### src/rtl/prod_acc_pkg.sv
// Shared constants and FSM state type for the product accumulator.
// Latency: n/a (declarations only).
// Backpressure: n/a.
package prod_acc_pkg;

  localparam int PROD_W_DEF = 8;
  localparam int ACC_W_DEF  = 12;

  typedef enum logic {
    ACCUM = 1'b0,
    HOLD  = 1'b1
  } acc_state_t;

endpackage

### src/rtl/product_accumulator.sv
// Sums each group of TERMS unsigned products into one result with a sticky carry-out flag.
// Latency: out_valid rises on the edge that accepts the last term of a group.
// Backpressure: while a result waits for out_ready, in_ready is held low and nothing is accepted.
module product_accumulator
  import prod_acc_pkg::*;
#(
  parameter int PROD_W = PROD_W_DEF,
  parameter int ACC_W  = ACC_W_DEF,
  parameter int TERMS  = 4,
  parameter int CNT_W  = $clog2(TERMS + 1)
) (
  input  logic              clk,
  input  logic              rst,
  input  logic              in_valid,
  output logic              in_ready,
  input  logic [PROD_W-1:0] in_product,
  output logic              out_valid,
  input  logic              out_ready,
  output logic [ACC_W-1:0]  out_sum,
  output logic              out_ovf
);

  acc_state_t       state_q;
  acc_state_t       state_d;
  logic [ACC_W-1:0] acc;
  logic [CNT_W-1:0] cnt;
  logic             ovf_acc;
  logic [ACC_W:0]   sum_w;
  logic             accept;
  logic             last;

  assign in_ready = (state_q == ACCUM) && !rst;
  assign accept   = in_valid && in_ready;
  assign last     = (cnt == CNT_W'(TERMS - 1));

  // One extra bit on top of the accumulator catches the carry of each addition.
  assign sum_w = {1'b0, acc} + (ACC_W + 1)'(in_product);

  always_comb begin
    state_d = state_q;
    case (state_q)
      ACCUM: if (accept && last) state_d = HOLD;
      HOLD:  if (out_valid && out_ready) state_d = ACCUM;
    endcase
  end

  always_ff @(posedge clk) begin
    if (rst) begin
      state_q <= ACCUM;
    end else begin
      state_q <= state_d;
    end
  end

  always_ff @(posedge clk) begin
    if (rst) begin
      acc       <= '0;
      cnt       <= '0;
      ovf_acc   <= 1'b0;
      out_valid <= 1'b0;
      out_sum   <= '0;
      out_ovf   <= 1'b0;
    end else if (accept) begin
      if (last) begin
        out_sum   <= sum_w[ACC_W-1:0];
        out_ovf   <= ovf_acc | sum_w[ACC_W];
        out_valid <= 1'b1;
        acc       <= '0;
        cnt       <= '0;
        ovf_acc   <= 1'b0;
      end else begin
        acc       <= sum_w[ACC_W-1:0];
        ovf_acc   <= ovf_acc | sum_w[ACC_W];
        cnt       <= cnt + CNT_W'(1);
      end
    end else if (out_valid && out_ready) begin
      // out_sum/out_ovf deliberately keep their values; only out_valid drops.
      out_valid <= 1'b0;
    end
  end

endmodule

### config.mk
export PLATFORM = sky130hd
export DESIGN_NAME = product_accumulator
export DESIGN_NICKNAME = d
export VERILOG_FILES = /design/src/rtl/prod_acc_pkg.sv /design/src/rtl/product_accumulator.sv
export SDC_FILE = /design/constraint.sdc
export NUM_CORES = 1
export LEC_CHECK = 0
export CORE_UTILIZATION = 46
export DETAILED_ROUTE_END_ITERATION = 10
export GPL_TIMING_DRIVEN = 1
export PLACE_DENSITY = 0.71
export SLEW_MARGIN = 10
export SYNTH_ARGS = -nofsm -noshare
export SYNTH_HDL_FRONTEND = slang
export SYNTH_SLANG_ARGS = --single-unit
export TNS_END_PERCENT = 1
### constraint.sdc
create_clock -name clk -period 2.6 [get_ports clk]
set_clock_uncertainty 0.05 [all_clocks]
set_input_delay 0.52 -clock clk [delete_from_list [all_inputs] [get_ports clk]]
set_output_delay 0.52 -clock clk [all_outputs]
set_load 0.01 [all_outputs]
# --- Word level (Yosys, flattened, before mapping) ---
# Cells that the tools add are included.
classes:
  mux: 9
  n_addsub: 2
  bitwise: 2
  n_reduce_logical: 8
  eq_ne: 2
ops:
  columns: ["op", "n"]
  rows:
  - ["12-bit by 8-bit adder with 13-bit output", 1]
  - ["12-bit 2-to-1 mux", 1]
  - ["1-bit 2-to-1 mux", 6]
  - ["1-bit logical AND", 4]
  - ["2-bit AND reduction", 2]
  - ["3-bit by 1-bit adder with 3-bit output, second input constant", 1]
  - ["3-bit by 2-bit equality test with 1-bit output, second input constant", 1]
  - ["3-bit 2-to-1 mux", 1]
  - ["2-bit by 1-bit inequality test with 1-bit output, second input constant", 1]
  - ["1-bit one-hot mux with 2 select lines", 1]
  - ["2-bit nonzero test", 1]
  - ["1-bit logical NOT", 1]
  - ["1-bit NOT", 1]
  - ["1-bit bitwise OR", 1]
totals:
  word_cells: 30
  input_bits: 12
  ff_bits: 31

# --- Logic depth before layout (Yosys ltp) ---
logic_depth:
  word_depth: 6
  mapped_depth: 7
  mapped_depth_nobuf: 7

# --- Worst setup path after synthesis ---
# Ideal clock, no wire load.
synth_path:
  path_type: "input to register"
  startpoint: "input port in_product[0]"
  endpoint: "register out_sum[10]"
  required_time_ns: 2.464
  path_stages: 7
  path_slack_ns: 0.325
  setup_ns: 0.086
  t_arrival_ns: 2.140
  path_cell_list: "ha_1 -> fa_1 -> a211oi_1 -> o21ai_2 -> o2111a_1 -> xnor2_1 -> a211oi_1"
synth_between:
  elab_chain_cells: 1
synth_lines:
  columns: ["item", "line", "source"]
  rows:
  - ["from (decl)", "product_accumulator.sv:16", "input logic [PROD_W-1:0] in_product,"]
  - ["12-bit by 8-bit adder with 13-bit output", "product_accumulator.sv:37", "assign sum_w = {1'b0, acc} + (ACC_W + 1)'(in_product);"]
  - ["to (signal assigned)", "product_accumulator.sv:65", "out_sum <= sum_w[ACC_W-1:0];"]
  - ["to (decl)", "product_accumulator.sv:19", "output logic [ACC_W-1:0] out_sum,"]
# Every way passes these cells.
# A chain may end at the register's enable or synchronous reset.

# --- Final worst setup path ---
# Ends and elaborated chain as after synthesis.

==> out/metrics.cfg <==
[die]
io-pin-count=27
die-width_um=61.5
dieArea_mm2=0.00378
die_height_um=61.5
core.rowCount=21
core-area_mm2=0.00336
initial_utilization_pct=48.4

[synthesis]
ys_async_sr_fraction_pct=0
synth_area_mm2=0.00163
synth_nets=202
post_synth.cell_area_avg_um2=9.04
sequential_share_of_the_synthesized_area_pct=38.2
syn-instance-count=180
synth_ff_type=sky130_fd_sc_hd__dfxtp_1
yosys.cell_types.count=45
ys_seq_elements=31
ys.warnings.count=0
synth_edf_count=0

[sta]
final_max_slew_viol_count=0
final.hold.worst_slack_ns=0.413
setup-tns-final_ns=0
rsz0062_at_grt=no
final_period_minus_worst_setup_slack_ns=2.42
setup_viol_count_final=0
fmaxAchievable_mhz=414
max_slew.worst_pin.slew_ns=0.378
min_period_over_period_pct=92.9
timing.final.hold_violations=0
worst_slew_margin_rel_pct=74.8
fin_ws_ns=0.183

[clocking]
cts_post_setup_buffers_inserted=0
cts_hold_buffers=0
number_of_gates_resized_after_cts=0
clockBufferDepth=2
library_cell_used_as_clock_root_buffer=sky130_fd_sc_hd__clkbuf_4
cts_inserted_buffers=5
cts_tree=yes
cts.clk_slew.worst_paths_ns=0.10
clock_h_tree_levels=2
clock_sink_count=31
clk_latency_ns=0.35

[global_routing]
via_count_of_the_first_global_routing_pass=1358
global_route.overflow_total=0
antenna_found_initial=0
first_pass_grt_wire_length_um=5960
grt_use_total_pct=21.9
grt_start_max_net_pins=17

[routing]
vias_per_std_cell=5.56
route.detailed.drc=0
postRouteAntennaNets=0
num_vias=1450
drt-wirelength-per-cell_um=13.7
detailedRoute.firstPassIterationCount=4
drt-initial-drc-count=80
drt-total-wl_um=3580

[place]
place_hpwl_um=2560
finalWeightedCongestion=0.860
dpl-instance-area_mm2=0.00197
place_worst_setup_slack_ns=-0.202
io_buffer_count=26

[worst_setup_path]
setup_crit_end_kind=flip-flop
cp_required_ns=2.82
critical_path.max_fanout=4
worst_path_max_delay_cell=sky130_fd_sc_hd__clkdlybuf4s50_1
setup.worst_path.class=primary input to flip-flop
cp_data_arrival_time_ns=2.63
critical_path.cell_chain=clkdlybuf4s50_1 > ha_1 > fa_1 > a211oi_1 > o21ai_2 > o2111a_1 > xnor2_1 > a211oi_1
reg2regPathDepth=7
critical_path.max_stage_delay_ns=0.41
critical_path.startpoint_type=primary input
crit_path_frequent_cell=sky130_fd_sc_hd__a211oi_1

[power_and_ir_drop]
power.leakage_nw=0.811
design_power_total_w=0.000958
ir_worst_vdd_uv=324
power.density_cell_area_mw_per_mm2=472

[layout]
syn2layout_area_growth_pct=24.7
insertedDiodeCount=0
postLayoutCellArea_mm2=0.00203
final_layout_size_suffix_gt1_share_pct=12.6
num-nets-final=236

[status]
status=finished clean

[min_path]
hold_path_class=flip-flop to flip-flop
hold-path-cell-count=2

[job]
max_cap_viol_count=0

[metrics by stage]
stage / util, % / cells
2_1_floorplan: - / 180
5_1_grt: 60.3 / 261
4_1_cts: 60.2 / 261
6_report: 60.3 / 261
3_3_place_gp: 58.4 / 253
3_5_place_dp: 58.4 / 253
[where the power goes]
part / leakage [nW] / switching, W / internal (W) / total (W)
Combinational: 0.533 / 0.0000928 / 0.0000814 / 0.000174
Sequential: 0.251 / 0.0000102 / 0.000489 / 0.000499
Clock: 0.0272 / 0.000181 / 0.000103 / 0.000284
Total: 0.811 / 0.000284 / 0.000673 / 0.000958
[critical path, delay by kind of cell]
| family | cells | cell delay (ns) |
|---|---|---|
| buf+inv | 1 | 0.41 |
| xor+xnor | 1 | 0.14 |
| compound gates | 4 | 0.91 |
| fa+ha+maj | 2 | 0.64 |
[area by class of cell]
| cell class | count | area, um2 |
|---|---|---|
| Inverter | 2 | 7.51 |
| Fill cell | 320 | 1340 |
| Clock buffer | 5 | 37.5 |
| Timing Repair Buffer | 36 | 335 |
| Clock inverter | 3 | 20.0 |
| Sequential cell | 31 | 621 |
| Tap cell | 46 | 57.6 |
| Multi-Input combinational cell | 138 | 950 |
[registers in the layout, indices dropped and copies added (netlist names)]
name and cells:
acc 12, out_sum 12, cnt 3, out_ovf 1
out_valid 1, ovf_acc 1, state_q 1
[cells in the mapped netlist, types with 2 or more instances]
master	count	area [um2]
sky130_fd_sc_hd__dfxtp_1	31	621
sky130_fd_sc_hd__nand2_1	19	71.3
sky130_fd_sc_hd__nor2_1	19	71.3
sky130_fd_sc_hd__a21oi_1	16	80.1
sky130_fd_sc_hd__ha_1	9	113
sky130_fd_sc_hd__a211oi_1	7	52.6
sky130_fd_sc_hd__a21o_1	6	45.0
sky130_fd_sc_hd__o21ai_0	6	30.0
sky130_fd_sc_hd__a22oi_1	5	37.5
sky130_fd_sc_hd__clkbuf_1	5	18.8
sky130_fd_sc_hd__nand3_1	5	25.0
sky130_fd_sc_hd__xnor2_1	5	43.8
sky130_fd_sc_hd__nand3b_1	4	30.0
sky130_fd_sc_hd__nor3b_1	3	22.5
sky130_fd_sc_hd__a211o_1	2	17.5
sky130_fd_sc_hd__a211oi_2	2	25.0
sky130_fd_sc_hd__and2_1	2	12.5
sky130_fd_sc_hd__buf_6	2	22.5
sky130_fd_sc_hd__inv_1	2	7.51
sky130_fd_sc_hd__o211ai_1	2	15.0
sky130_fd_sc_hd__o21bai_1	2	15.0
sky130_fd_sc_hd__o31ai_1	2	15.0
sky130_fd_sc_hd__or3_1	2	12.5
[worst paths after layout]
path / end / slack [ns] / start
setup / recovery: out_sum[10] / 0.18 / in_product[0]
hold / removal: out_sum[5] / 0.41 / out_sum[5]
setup reg to reg: out_sum[10] / 0.46 / acc[0]
hold reg to reg: out_sum[5] / 0.41 / out_sum[5]
[cell usage in the layout (no fill, tap or decap), drive strengths merged, types with 2 or more instances in the layout]
master         Yosys  layout
nand2             19      19
inv                2       2
nor3b              4       4
clkdlybuf4s50      0      26
a22oi              5       5
or3                2       2
and2               2       2
buf                4      10
a2111oi            2       2
a211o              2       2
a21o               7       7
clkinvlp           0       2
ha                 9       9
clkbuf             5       5
xnor2              5       5
nand3b             4       4
nor2              19      19
o21ai              7       7
o31ai              2       2
dfxtp             31      31
o211ai             2       2
a211oi             9       9
o21bai             2       2
a21oi             16      16
nand3              5       5
[cells by family after synthesis]
family | Yosys count | synth area share, %
buffers and inverters | 11 | 3.77
flip-flops | 31 | 38.2
adder cells (fa/ha/maj) | 10 | 8.15
XOR/XNOR | 6 | 3.23
AO/OA/AOI/OAI | 61 | 27.6
AND/OR/NAND/NOR | 61 | 19.1
[metal layers]
layer	part of all wire (%)	track usage (%)	vias up	wire length (um)
met5	0	0	-	0
met4	2.1	10.8	0	76
li1	-	-	732	-
met2	46	34.8	29	1640
met3	4.7	6.72	11	169
met1	47	26.9	678	1700
No activity file was read; power rests on OpenSTA's default activity.
